### src/rtl/pipeline_hazard_ctrl_if.sv
// Control bundle between the 5-stage pipeline datapath and the hazard sequencer.
// Combinational signals only; clock and reset are wired to the controller separately.
// The master side is the pipeline, which drives hazard inputs and receives stage controls.
interface pipeline_hazard_ctrl_if #(
   parameter int CNT_W = 16
);
   logic [4:0]       IF_ID_RegRs_i;
   logic [4:0]       IF_ID_RegRt_i;
   logic             ID_EX_MemRead_i;
   logic [4:0]       ID_EX_RegRt_i;
   logic             Branch_taken_i;
   logic             Mem_req_i;
   logic             Mem_ack_i;
   logic             PC_write_o;
   logic             IF_ID_write_o;
   logic             IF_ID_flush_o;
   logic             ID_EX_stall_o;
   logic             ID_EX_bubble_o;
   logic             EX_MEM_stall_o;
   logic             MEM_WB_bubble_o;
   logic [CNT_W-1:0] Stall_count_o;
   logic             Timeout_err_o;

   modport master (
      output IF_ID_RegRs_i, IF_ID_RegRt_i, ID_EX_MemRead_i, ID_EX_RegRt_i,
             Branch_taken_i, Mem_req_i, Mem_ack_i,
      input  PC_write_o, IF_ID_write_o, IF_ID_flush_o, ID_EX_stall_o,
             ID_EX_bubble_o, EX_MEM_stall_o, MEM_WB_bubble_o, Stall_count_o,
             Timeout_err_o
   );

   modport slave (
      input  IF_ID_RegRs_i, IF_ID_RegRt_i, ID_EX_MemRead_i, ID_EX_RegRt_i,
             Branch_taken_i, Mem_req_i, Mem_ack_i,
      output PC_write_o, IF_ID_write_o, IF_ID_flush_o, ID_EX_stall_o,
             ID_EX_bubble_o, EX_MEM_stall_o, MEM_WB_bubble_o, Stall_count_o,
             Timeout_err_o
   );
endinterface

### src/rtl/pipeline_hazard_ctrl.sv
// Stall/flush sequencer: load-use bubbles, taken-branch flushes, data-memory wait with watchdog.
// Latency: stage controls are combinational (same cycle); state, counters and error are registered.
// Backpressure: an outstanding memory access without ack freezes every stage; ERROR freezes forever.
module pipeline_hazard_ctrl #(
   parameter int TIMEOUT = 64,
   parameter int CNT_W   = 16
) (
   input  logic                   Clock_i,
   input  logic                   Reset_n_i,
   pipeline_hazard_ctrl_if.slave  hz
);
   localparam int WC_W = $clog2(TIMEOUT) + 1;

   typedef enum logic [1:0] {RUN, MEM_WAIT, ERROR} state_t;

   state_t            state_q, state_d;
   logic [WC_W-1:0]   wait_cnt_q, wait_cnt_d;
   logic [CNT_W-1:0]  stall_cnt_q, stall_cnt_d;
   logic              err_q, err_d;

   logic mem_pend;
   logic freeze;
   logic load_use;
   logic pc_write;
   logic if_id_write;
   logic if_id_flush;
   logic id_ex_stall;
   logic id_ex_bubble;
   logic ex_mem_stall;
   logic mem_wb_bubble;

   // A zero-wait access (req and ack together) never freezes; ack alone is ignored.
   assign mem_pend = hz.Mem_req_i & ~hz.Mem_ack_i;
   assign freeze   = (state_q == ERROR) | mem_pend;
   // r0 is hardwired zero, so a load into it never creates a dependency.
   assign load_use = hz.ID_EX_MemRead_i & (hz.ID_EX_RegRt_i != 5'd0) &
                     ((hz.ID_EX_RegRt_i == hz.IF_ID_RegRs_i) |
                      (hz.ID_EX_RegRt_i == hz.IF_ID_RegRt_i));

   // Stage controls by priority: reset/freeze, then load-use bubble, then branch flush.
   always_comb begin
      pc_write      = 1'b1;
      if_id_write   = 1'b1;
      if_id_flush   = 1'b0;
      id_ex_stall   = 1'b0;
      id_ex_bubble  = 1'b0;
      ex_mem_stall  = 1'b0;
      mem_wb_bubble = 1'b0;
      if (!Reset_n_i || freeze) begin
         // Freeze suppresses bubble/flush; hazards are re-evaluated once released.
         pc_write      = 1'b0;
         if_id_write   = 1'b0;
         id_ex_stall   = 1'b1;
         ex_mem_stall  = 1'b1;
         mem_wb_bubble = 1'b1;
      end else if (load_use) begin
         // A taken branch in the same cycle re-resolves next cycle, so no flush yet.
         pc_write     = 1'b0;
         if_id_write  = 1'b0;
         id_ex_bubble = 1'b1;
      end else if (hz.Branch_taken_i) begin
         if_id_flush = 1'b1;
      end
   end

   // Memory-wait sequencing, watchdog and saturating stall counter.
   always_comb begin
      state_d     = state_q;
      wait_cnt_d  = wait_cnt_q;
      err_d       = err_q;
      stall_cnt_d = stall_cnt_q;
      case (state_q)
         RUN: begin
            if (mem_pend) begin
               state_d    = MEM_WAIT;
               wait_cnt_d = WC_W'(1);
            end
         end
         MEM_WAIT: begin
            // Request dropped without ack is a protocol slip; recover silently.
            if (hz.Mem_ack_i || !hz.Mem_req_i) begin
               state_d    = RUN;
               wait_cnt_d = '0;
            end else if (wait_cnt_q == WC_W'(TIMEOUT)) begin
               state_d = ERROR;
               err_d   = 1'b1;
            end else begin
               wait_cnt_d = wait_cnt_q + 1'b1;
            end
         end
         ERROR: begin
            state_d = ERROR;
         end
         default: begin
            state_d    = RUN;
            wait_cnt_d = '0;
         end
      endcase
      if (!pc_write && (stall_cnt_q != '1)) begin
         stall_cnt_d = stall_cnt_q + 1'b1;
      end
   end

   // State and counter registers; reset abandons any outstanding access.
   always_ff @(posedge Clock_i or negedge Reset_n_i) begin
      if (!Reset_n_i) begin
         state_q     <= RUN;
         wait_cnt_q  <= '0;
         stall_cnt_q <= '0;
         err_q       <= 1'b0;
      end else begin
         state_q     <= state_d;
         wait_cnt_q  <= wait_cnt_d;
         stall_cnt_q <= stall_cnt_d;
         err_q       <= err_d;
      end
   end

   assign hz.PC_write_o      = pc_write;
   assign hz.IF_ID_write_o   = if_id_write;
   assign hz.IF_ID_flush_o   = if_id_flush;
   assign hz.ID_EX_stall_o   = id_ex_stall;
   assign hz.ID_EX_bubble_o  = id_ex_bubble;
   assign hz.EX_MEM_stall_o  = ex_mem_stall;
   assign hz.MEM_WB_bubble_o = mem_wb_bubble;
   assign hz.Stall_count_o   = stall_cnt_q;
   assign hz.Timeout_err_o   = err_q;
endmodule

### src/flat_wrapper.sv
// flat-port wrapper written by rule: the top's interface ports become plain ports
module pipeline_hazard_ctrl_flat 
#(
   parameter int TIMEOUT = 64,
   parameter int CNT_W   = 16
)
  (Clock_i, Reset_n_i, hz_IF_ID_RegRs_i, hz_IF_ID_RegRt_i, hz_ID_EX_MemRead_i, hz_ID_EX_RegRt_i, hz_Branch_taken_i, hz_Mem_req_i, hz_Mem_ack_i, hz_PC_write_o, hz_IF_ID_write_o, hz_IF_ID_flush_o, hz_ID_EX_stall_o, hz_ID_EX_bubble_o, hz_EX_MEM_stall_o, hz_MEM_WB_bubble_o, hz_Stall_count_o, hz_Timeout_err_o);
  pipeline_hazard_ctrl_if #(.CNT_W(CNT_W)) hz_i ();
  input  logic Clock_i;
  input  logic Reset_n_i;
  input wire logic [$bits(hz_i.IF_ID_RegRs_i)-1:0] hz_IF_ID_RegRs_i;
  input wire logic [$bits(hz_i.IF_ID_RegRt_i)-1:0] hz_IF_ID_RegRt_i;
  input wire logic [$bits(hz_i.ID_EX_MemRead_i)-1:0] hz_ID_EX_MemRead_i;
  input wire logic [$bits(hz_i.ID_EX_RegRt_i)-1:0] hz_ID_EX_RegRt_i;
  input wire logic [$bits(hz_i.Branch_taken_i)-1:0] hz_Branch_taken_i;
  input wire logic [$bits(hz_i.Mem_req_i)-1:0] hz_Mem_req_i;
  input wire logic [$bits(hz_i.Mem_ack_i)-1:0] hz_Mem_ack_i;
  output wire logic [$bits(hz_i.PC_write_o)-1:0] hz_PC_write_o;
  output wire logic [$bits(hz_i.IF_ID_write_o)-1:0] hz_IF_ID_write_o;
  output wire logic [$bits(hz_i.IF_ID_flush_o)-1:0] hz_IF_ID_flush_o;
  output wire logic [$bits(hz_i.ID_EX_stall_o)-1:0] hz_ID_EX_stall_o;
  output wire logic [$bits(hz_i.ID_EX_bubble_o)-1:0] hz_ID_EX_bubble_o;
  output wire logic [$bits(hz_i.EX_MEM_stall_o)-1:0] hz_EX_MEM_stall_o;
  output wire logic [$bits(hz_i.MEM_WB_bubble_o)-1:0] hz_MEM_WB_bubble_o;
  output wire logic [$bits(hz_i.Stall_count_o)-1:0] hz_Stall_count_o;
  output wire logic [$bits(hz_i.Timeout_err_o)-1:0] hz_Timeout_err_o;
  assign hz_i.IF_ID_RegRs_i = hz_IF_ID_RegRs_i;
  assign hz_i.IF_ID_RegRt_i = hz_IF_ID_RegRt_i;
  assign hz_i.ID_EX_MemRead_i = hz_ID_EX_MemRead_i;
  assign hz_i.ID_EX_RegRt_i = hz_ID_EX_RegRt_i;
  assign hz_i.Branch_taken_i = hz_Branch_taken_i;
  assign hz_i.Mem_req_i = hz_Mem_req_i;
  assign hz_i.Mem_ack_i = hz_Mem_ack_i;
  assign hz_PC_write_o = hz_i.PC_write_o;
  assign hz_IF_ID_write_o = hz_i.IF_ID_write_o;
  assign hz_IF_ID_flush_o = hz_i.IF_ID_flush_o;
  assign hz_ID_EX_stall_o = hz_i.ID_EX_stall_o;
  assign hz_ID_EX_bubble_o = hz_i.ID_EX_bubble_o;
  assign hz_EX_MEM_stall_o = hz_i.EX_MEM_stall_o;
  assign hz_MEM_WB_bubble_o = hz_i.MEM_WB_bubble_o;
  assign hz_Stall_count_o = hz_i.Stall_count_o;
  assign hz_Timeout_err_o = hz_i.Timeout_err_o;
  pipeline_hazard_ctrl #(.TIMEOUT(TIMEOUT), .CNT_W(CNT_W)) u_core (.Clock_i(Clock_i), .Reset_n_i(Reset_n_i), .hz(hz_i));
endmodule
### config.mk
export PLATFORM = sky130hd
export DESIGN_NAME = pipeline_hazard_ctrl_flat
export DESIGN_NICKNAME = d
export VERILOG_FILES = /design/src/rtl/pipeline_hazard_ctrl_if.sv /design/src/rtl/pipeline_hazard_ctrl.sv /design/src/flat_wrapper.sv
export SDC_FILE = /design/constraint.sdc
export NUM_CORES = 1
export LEC_CHECK = 0
export ABC_CLOCK_PERIOD_IN_PS = 3400
export CAP_MARGIN = 15
export CORE_MARGIN = 2
export CORE_UTILIZATION = 30
export CTS_CLUSTER_DIAMETER = 150
export DETAILED_ROUTE_END_ITERATION = 10
export PLACE_DENSITY = 0.53
export RECOVER_POWER = 100
export SLEW_MARGIN = 30
export SYNTH_ARGS = -nofsm -noshare
export SYNTH_HDL_FRONTEND = slang
export SYNTH_SLANG_ARGS = --single-unit
### constraint.sdc
create_clock -name Clock_i -period 3.4 [get_ports Clock_i]
set_input_delay 0.34 -clock Clock_i [delete_from_list [all_inputs] [get_ports Clock_i]]
set_output_delay 0.34 -clock Clock_i [all_outputs]
set_load 0.005 [all_outputs]
==> impl_metrics.py, run 1 <==
metrics = {
    "sta": {
        "relSlewSlack": 0.0708,
        "max_slew.worst_pin.slew_ps": 1390,
        "hold_violations": 0,
        "rsz0062_at_grt": "false",
        "max_freq_ghz": 0.337,
        "fin_skew_ps": 7.48,
        "period_share": 0.873,
        "min_period_ps": 2970,
        "finalMaxSlewViolations": 0,
        "setup_viol": 0,
        "fin_setup_tns_ps": 0,
    },
    "worst_hold_path": {
        "min_from": "u_core.hz.Timeout_err_o",
        "holdPathEnd": "u_core.hz.Timeout_err_o",
        "min_path_type": "register to register",
        "hold_depth": 1,
    },
    "layout": {
        "filler_cell_count": 476,
        "synthToLayoutAreaGrowth_pct": 37.4,
        "fin_util": 0.428,
        "drive_gt1_frac": 0.0412,
        "diodes": 0,
        "fin_nets": 219,
    },
    "setup_path": {
        "crit_type": "input port to output port",
        "endpoint_kind": "output port",
        "reg2regPathDepth": 6,
        "cpPeakStageDelay_ps": 590,
        "crit_chain": "dlygate4sd3_1, or4_1, o21ai_1, inv_1, a21oi_1, and2_0, clkdlybuf4s50_1",
        "reg2reg_to": "u_core.hz.Stall_count_o[1]",
        "r2r-start": "u_core.state_q[0]",
        "path_max_fanout": 4,
        "crit_slowest_cell": "dlygate4sd3_1",
        "r2r_slack_ps": 1120,
        "critPathRequiredTime_ps": 3060,
        "crit_arrival_ps": 2630,
        "cp-start-kind": "input port",
    },
    "placement": {
        "numPortBuffers": 44,
        "dpl.hpwl_um": 2550,
        "gp_congestion": 0.764,
    },
    "routing": {
        "routed_wl_um": 3310,
        "wl_per_cell_um": 12.7,
        "dr_total_vias": 1230,
        "dr.pass1.iters": 4,
        "drt-vias-per-instance": 4.71,
        "drc": 0,
        "ant_nets": 0,
        "drtIter0Drc": 52,
    },
    "logic_synthesis": {
        "synthTopCellsByCount": "dfrtp_1, nand2_1, xnor2_1",
        "synth_nets": 174,
        "synth-main-ff-cell": "dfrtp_1",
        "synth_top_cell_area_share": 0.442,
        "synth_warnings": 0,
        "avgSynthCellArea_um2": 9.82,
        "syn-instance-count": 150,
        "ys_seq_area_frac": 0.442,
        "synth.largest_area_cell": "dfrtp_1",
        "async_reset_ff_frac": 1.00,
        "yosys_register_bits": 26,
        "ys_types": 38,
        "synth_area_mm2": 0.00147,
        "yosysMostFrequentCell": "dfrtp_1",
        "synth_area_leaders": "dfrtp_1, xnor2_1, xor2_1",
        "synth-edff-count": 0,
    },
    "clocking": {
        "clockBufferDepth": 2,
        "clkTransAtPathRegs_ps": 90,
        "htree_levels": 1,
        "numCtsBuffers": 3,
        "cts.sinks": 26,
        "cts_setup_buffers": 0,
        "clock_latency_ps": 270,
        "ctsResizeCount": 0,
        "cts_tree": "built",
        "hold_buffers": 0,
        "cts_root_buffer": "clkbuf_8",
    },
    "global_routing": {
        "grt-ovfl-total": 0,
        "grt_usage": 0.121,
        "grt_antenna_before_repair": 0,
        "grt_max_degree": 27,
        "grt_pass1_wl_um": 5220,
        "first_global_vias": 1122,
    },
    "power": {
        "vdd_drop_max_mv": 0.266,
        "power.density_mw_per_mm2": 495,
        "power.leakage_uw": 0.000842,
    },
    "run_status": {
        "status": "complete, no violations",
    },
    "floorplan": {
        "start_util": 0.312,
        "fp-row-count": 25,
        "coreArea_mm2": 0.00472,
        "dieArea_mm2": 0.00549,
        "chipHeight_um": 74.1,
        "num_io_pins": 45,
        "die_w_um": 74.1,
    },
    "run": {
        "maxCapViolations": 0,
    },
}
metrics by stage:
stage / worst slack [ps] / std cells / total power, uW / hold slack, ps / area [um^2]
6_report: 433 / 261 / 1000 / 487 / 2020
5_1_grt: 308 / 261 / 1070 / 521 / 2020
4_1_cts: 635 / 261 / 1050 / 494 / 2040
3_5_place_dp: 652 / 257 / 789 / 467 / 1970
3_3_place_gp: 657 / 257 / 778 / 468 / 1970
2_1_floorplan: 1510 / 150 / 594 / 44.4 / 1470
flip-flops by register name, summed over array words and instances (netlist names):
signal	flops
u_core.hz.Stall_count_o	16
u_core.wait_cnt_q	7
u_core.state_q	2
u_core.hz.Timeout_err_o	1
report_power, final:
| part | internal (uW) | switching [uW] | total [uW] |
|---|---|---|---|
| logic | 183 | 120 | 303 |
| registers | 371 | 72.9 | 444 |
| clock network | 157 | 97.4 | 255 |
layout by cell type, fill, tap and decap left out:
cell type	count
mux2_2	2
and2b_1	1
xnor2_1	16
bufinv_16	1
a31oi_1	1
nor2_1	9
and4bb_2	1
nor4bb_1	1
or2_2	1
dlygate4sd3_1	26
or4_1	1
nand4_1	3
nand4b_1	3
o21bai_1	1
a21oi_1	4
nand3b_1	2
nand2_1	16
o31ai_1	1
o21ai_1	1
nor2b_1	1
o21ai_0	4
dfrtp_1	26
o211a_1	1
clkdlybuf4s50_1	18
nand3_1	8
ha_1	3
inv_1	6
clkbuf_8	3
o22ai_1	6
nor3b_1	2
nor4b_1	1
and3_1	4
nand2b_1	2
xor2_1	10
nor3_1	3
clkbuf_1	2
o22a_1	1
mux2i_1	1
and2_0	1
cell families (layout without fill, tap and decap cells):
group,after synthesis,in the layout,synth area share
xor gates and xnor gates,26,26,0.155
muxes,3,3,0.0221
AOI/OAI and AO/OA,20,20,0.0909
DFF,26,26,0.442
buffers and inverters,12,56,0.0433
adders and majority gates,3,3,0.0255
and+or+nand+nor,60,60,0.222
critical path, delay by kind of cell:
family | cells | cell delay, ps
buffers and inverters | 3 | 1150
and+or+nand+nor | 2 | 720
AOI/OAI and AO/OA | 2 | 420
layout make-up:
cell class	instances	area, um^2	area share
inverters	6	22.5	0.0111
multi-input cells	112	747	0.369
repair buffers	46	448	0.221
flip-flops and latches	26	651	0.322
clock inverters	1	30.0	0.0148
well taps	67	83.8	0.0414
clock buffers	3	41.3	0.0204
worst max-delay path by stage:
stage | from | end | slack (ps) | cells past startpoint
after detailed placement | hz_ID_EX_RegRt_i[0] | hz_IF_ID_flush_o | 650 | 7
after CTS | hz_ID_EX_RegRt_i[0] | hz_IF_ID_flush_o | 630 | 7
final | hz_ID_EX_RegRt_i[0] | hz_IF_ID_flush_o | 430 | 7
after global routing | hz_ID_EX_RegRt_i[0] | hz_IF_ID_flush_o | 310 | 7
after floorplan | hz_ID_EX_RegRt_i[0] | hz_IF_ID_flush_o | 1510 | 6
after global placement | hz_ID_EX_RegRt_i[0] | hz_IF_ID_flush_o | 660 | 7
layer usage:
| metal | global-route usage | part of all wire | up-vias |
|---|---|---|---|
| li1 | - | - | 605 |
| met1 | 0.168 | 0.48 | 583 |
| met2 | 0.194 | 0.45 | 40 |
| met3 | 0.0176 | 0.060 | 2 |
| met4 | 0.0424 | 0.010 | 0 |
| met5 | 0 | 0 | - |
Power figures use the tool's default switching activity.
==> run 2: changes to the inputs <==
Settings changed: RECOVER_POWER 100 to not set.
==> impl_metrics.py, run 2 (synthesis results as in run 1) <==
metrics = {
    "global_routing": {
        "grt_max_degree": 27,
        "grt-ovfl-total": 0,
        "grt_antenna_before_repair": 0,
        "grt_pass1_wl_um": 5220,
        "first_global_vias": 1122,
        "grt_usage": 0.121,
    },
    "setup_path": {
        "crit_path_end": "hz_IF_ID_flush_o",
        "cp.depth": 7,
        "r2r-start": "u_core.state_q[0]",
        "cpPeakStageDelay_ps": 550,
        "endpoint_kind": "output port",
        "crit_chain": "clkdlybuf4s50_1, or4_1, o21ai_1, inv_1, a21oi_4, and2_1, clkdlybuf4s50_1",
        "crit_top_cell": "clkdlybuf4s50_1",
        "path_delay_family": "buffers and inverters",
        "crit_arrival_ps": 2410,
        "crit_slowest_cell": "or4_1",
        "cp_num_buf_inv": 3,
        "reg2regPathDepth": 6,
        "crit_type": "input port to output port",
        "crit_path_start": "hz_ID_EX_RegRt_i[0]",
        "r2r_slack_ps": 1440,
        "reg2reg_to": "u_core.hz.Stall_count_o[1]",
        "critPathRequiredTime_ps": 3060,
        "cp-start-kind": "input port",
        "path_max_fanout": 4,
    },
    "floorplan": {
        "dieArea_mm2": 0.00549,
        "coreArea_mm2": 0.00472,
        "num_io_pins": 45,
        "start_util": 0.312,
        "die_w_um": 74.1,
        "fp-row-count": 25,
        "chipHeight_um": 74.1,
    },
    "routing": {
        "drt-vias-per-instance": 4.71,
        "drc": 0,
        "wl_per_cell_um": 12.7,
        "dr.pass1.iters": 4,
        "drtIter0Drc": 50,
        "ant_nets": 0,
        "dr_total_vias": 1229,
        "routed_wl_um": 3330,
    },
    "clocking": {
        "ctsResizeCount": 0,
        "numCtsBuffers": 3,
        "cts_setup_buffers": 0,
        "clkTransAtPathRegs_ps": 90,
        "htree_levels": 1,
        "cts_root_buffer": "clkbuf_8",
        "hold_buffers": 0,
        "cts_tree": "built",
        "cts.sinks": 26,
        "clockBufferDepth": 2,
        "clock_latency_ps": 270,
    },
    "sta": {
        "fin_setup_tns_ps": 0,
        "finalMaxSlewViolations": 0,
        "whs_ps": 492,
        "rsz0062_at_grt": "false",
        "hold_violations": 0,
        "setup_viol": 0,
        "period_share": 0.808,
        "relSlewSlack": 0.750,
        "max_freq_ghz": 0.364,
        "max_slew.worst_pin.slew_ps": 370,
        "fin_skew_ps": 7.61,
        "min_period_ps": 2750,
    },
    "run": {
        "maxCapViolations": 0,
    },
    "power": {
        "power.density_mw_per_mm2": 505,
        "power.leakage_uw": 0.000826,
        "vdd_drop_max_mv": 0.279,
    },
    "run_status": {
        "status": "complete, no violations",
    },
    "layout": {
        "synthToLayoutAreaGrowth_pct": 38.7,
        "diodes": 0,
        "layout_commonest_cell": "clkdlybuf4s50_1",
        "finalNonFillerCells": 261,
        "largest_register_ffs": 16,
        "final_cell_mix": "clkdlybuf4s50_1, dfrtp_1, xnor2_1, nand2_1, xor2_1",
        "drive_gt1_frac": 0.0567,
        "fin_nets": 219,
        "filler_cell_count": 473,
    },
    "placement": {
        "gp_congestion": 0.764,
        "place_inst": 257,
        "numPortBuffers": 44,
        "dpl.hpwl_um": 2550,
    },
    "worst_hold_path": {
        "hold_depth": 1,
        "min_path_type": "register to register",
    },
}
-- run 2: cell types whose count changed in the layout (fill, tap and decap cells not counted), sizes merged --
cell	before	now
buf	0	2
clkbuf	5	3
clkdlybuf4s50	18	44
dlygate4sd3	26	0
-- run 2: stage by stage --
step	power [uW]	setup WS (ps)	utilization	cell area (um^2)
2_1_floorplan	594	1510	-	1470
3_3_place_gp	778	657	0.417	1970
3_5_place_dp	789	652	0.417	1970
4_1_cts	1050	635	0.432	2040
5_1_grt	1100	584	0.432	2040
6_report	1030	653	0.432	2040
-- run 2: how the worst min path moves through the flow --
stage                                 start  slack [ps]                    endpoint
finish              u_core.hz.Timeout_err_o         490     u_core.hz.Timeout_err_o
floorplan                         Reset_n_i          40  u_core.hz.Stall_count_o[0]
CTS                 u_core.hz.Timeout_err_o         490     u_core.hz.Timeout_err_o
detailed placement  u_core.hz.Timeout_err_o         470     u_core.hz.Timeout_err_o
global placement    u_core.hz.Timeout_err_o         470     u_core.hz.Timeout_err_o
global route        u_core.hz.Timeout_err_o         530     u_core.hz.Timeout_err_o
-- run 2: worst register-to-register path: cells and delay by family (launching register included) --
kind,cells,cell delay (ps)
AO/OA/AOI/OAI,2,330
buffers and inverters,1,200
flip-flops,1,510
multiplexers,1,370
AND/OR/NAND/NOR,2,440
-- run 2: final cells by class --
| type | instances | area, um^2 | area share |
|---|---|---|---|
| repair buffers | 46 | 455 | 0.223 |
| flip-flops and latches | 26 | 651 | 0.319 |
| well taps | 67 | 83.8 | 0.0411 |
| inverters | 6 | 22.5 | 0.0110 |
| clock inverters | 1 | 30.0 | 0.0147 |
| clock buffers | 3 | 41.3 | 0.0202 |
| multi-input cells | 112 | 758 | 0.371 |
-- run 2: power breakdown --
part           switching (uW)  leakage (uW)  internal [uW]
clock network            97.5     0.0000357            157
logic                     121      0.000460            208
registers                75.4      0.000331            371
total                     294      0.000826            737
-- run 2: routing by layer --
layer / routed length, um / global-route usage
met1: 1580 / 0.168
met2: 1510 / 0.194
met3: 201 / 0.0176
met4: 34 / 0.0424
met5: 0 / 0
==> run 3: changes to the inputs <==
Settings changed: ABC_CLOCK_PERIOD_IN_PS 3400 to 2540.
Clock period 3.4 ns to 2.54 ns, I/O delays scaled along.
==> impl_metrics.py, run 3 (synthesis results as in run 1) <==
metrics = {
    "sta": {
        "relSlewSlack": 0.702,
        "fin_skew_ps": 6.43,
        "finalMaxSlewViolations": 0,
        "min_period_ps": 2440,
        "max_slew.worst_pin.slew_ps": 442,
        "max_freq_ghz": 0.410,
        "hold_violations": 0,
        "setup_viol": 0,
        "period_share": 0.961,
        "rsz0062_at_grt": "false",
    },
    "clocking": {
        "cts_root_buffer": "clkbuf_8",
        "hold_buffers": 0,
        "clock_latency_ps": 270,
        "numCtsBuffers": 3,
        "clockBufferDepth": 2,
        "clkTransAtPathRegs_ps": 100,
        "cts.sinks": 26,
        "cts_tree": "built",
        "htree_levels": 1,
    },
    "global_routing": {
        "grt-ovfl-total": 0,
        "grt_usage": 0.135,
        "grt_max_degree": 27,
        "grt_pass1_wl_um": 5770,
        "first_global_vias": 1252,
        "grt_antenna_before_repair": 0,
    },
    "routing": {
        "drtIter0Drc": 62,
        "drc": 0,
        "wl_per_cell_um": 13.5,
        "routed_wl_um": 3550,
        "dr_total_vias": 1263,
        "dr.pass1.iters": 4,
        "ant_nets": 0,
        "drt-vias-per-instance": 4.80,
    },
    "setup_path": {
        "critPathRequiredTime_ps": 2290,
        "crit_slowest_cell": "or4_1",
        "crit_chain": "clkdlybuf4s50_1, or4_1, o21ai_1, inv_1, a21oi_4, clkdlybuf4s50_1",
        "crit_type": "input port to output port",
        "crit_arrival_ps": 2190,
        "path_delay_family": "buffers and inverters",
        "cp-start-kind": "input port",
        "cp_num_buf_inv": 3,
        "path_max_fanout": 4,
        "endpoint_kind": "output port",
        "cpPeakStageDelay_ps": 530,
        "crit_top_cell": "clkdlybuf4s50_1",
    },
    "power": {
        "p_sw_uw": 408,
        "p_seq_frac": 0.430,
        "combPwrFrac": 0.321,
        "switching_share": 0.292,
        "clockPowerShare": 0.249,
        "internal_power_uw": 988,
        "power.leakage_uw": 0.000852,
        "vdd_drop_max_mv": 0.493,
        "power.density_mw_per_mm2": 678,
    },
    "floorplan": {
        "start_util": 0.312,
        "num_io_pins": 45,
        "dieArea_mm2": 0.00549,
        "chipHeight_um": 74.1,
        "fp-row-count": 25,
        "die_w_um": 74.1,
        "coreArea_mm2": 0.00472,
    },
    "layout": {
        "synthToLayoutAreaGrowth_pct": 39.8,
        "filler_cell_count": 467,
        "layout_commonest_cell": "clkdlybuf4s50_1",
        "finalNonFillerCells": 263,
        "final_cell_mix": "clkdlybuf4s50_1, dfrtp_1, xnor2_1, nand2_1, xor2_1",
        "multi_input_area_um2": 758,
        "fin_nets": 221,
        "diodes": 0,
        "final-seq-area_um2": 651,
        "largest_register_ffs": 16,
        "design_area_mm2": 0.00206,
        "drive_gt1_frac": 0.0663,
    },
    "placement": {
        "dpl-instance-area_mm2": 0.00199,
        "place_inst": 259,
        "dpl.hpwl_um": 2700,
        "numPortBuffers": 44,
        "gp_congestion": 0.786,
    },
    "run": {
        "maxCapViolations": 0,
    },
    "run_status": {
        "status": "complete, no violations",
    },
    "worst_hold_path": {
        "min_path_type": "input port to async pin",
    },
}
## run 3: cell types whose count changed in the layout (fill, tap and decap cells not counted), sizes merged
cell	before	now
buf	2	4
clkdlybuf4s50	44	42
dlygate4sd2	0	1
dlymetal6s2s	0	1
## run 3: power by group through the flow
stage	Clock [uW]	Sequential, uW	Combinational, uW
after floorplan	0	595	199
after global placement	0	601	444
after detailed placement	0	611	454
after CTS	356	602	456
after global routing	371	618	497
final	347	600	448
## run 3: cell type report
type                       count  share of cell area
clock inverter                 1              0.0146
clock buffer                   3              0.0201
sequential                    26               0.316
timing repair buffer          48               0.229
multi-input combinational    112               0.368
tap                           67              0.0407
inverter                       6              0.0109
## run 3: layer usage
layer  wire length, um  vias up  share of wire  track usage
met5                 0        -              0            0
met4                31        0         0.0087       0.0485
met3               192        2          0.054       0.0230
met2              1660       46           0.47        0.219
met1              1660      606           0.47        0.182
li1                  -      609              -            -
## run 3: worst paths after layout
path | from | endpoint | slack, ps | depth (start not counted)
setup / recovery | hz_ID_EX_RegRt_i[0] | hz_PC_write_o | 100 | 6
hold / removal | Reset_n_i | u_core.hz.Stall_count_o[6] | 420 | 2
setup reg to reg | u_core.state_q[0] | u_core.hz.Stall_count_o[1] | 550 | 6
hold reg to reg | u_core.hz.Stall_count_o[11] | u_core.hz.Stall_count_o[11] | 500 | 1
max in group asynchronous | Reset_n_i | u_core.wait_cnt_q[4] | 1860 | 2
min in group Clock_i | u_core.hz.Stall_count_o[11] | u_core.hz.Stall_count_o[11] | 500 | 1
## run 3: per-stage QoR
stage	hold WS (ps)	util	worst slack, ps	total power [uW]	setup TNS [ps]
after global placement	464	0.420	-21.0	1050	-21.0
after CTS	450	0.435	16.4	1410	0
final	422	0.436	98.6	1400	0
after floorplan	-41.6	-	827	795	0
after global routing	454	0.436	46.5	1490	0
after detailed placement	472	0.420	-33.1	1060	-33.1
## run 3: timing repair
action                                  4_1_cts  5_1_grt
pin swaps                                     1        2
setup buffers                                 0        0
endpoints found under the hold margin         0        0
endpoints found under the setup margin        1        1
resized for setup                             1        1
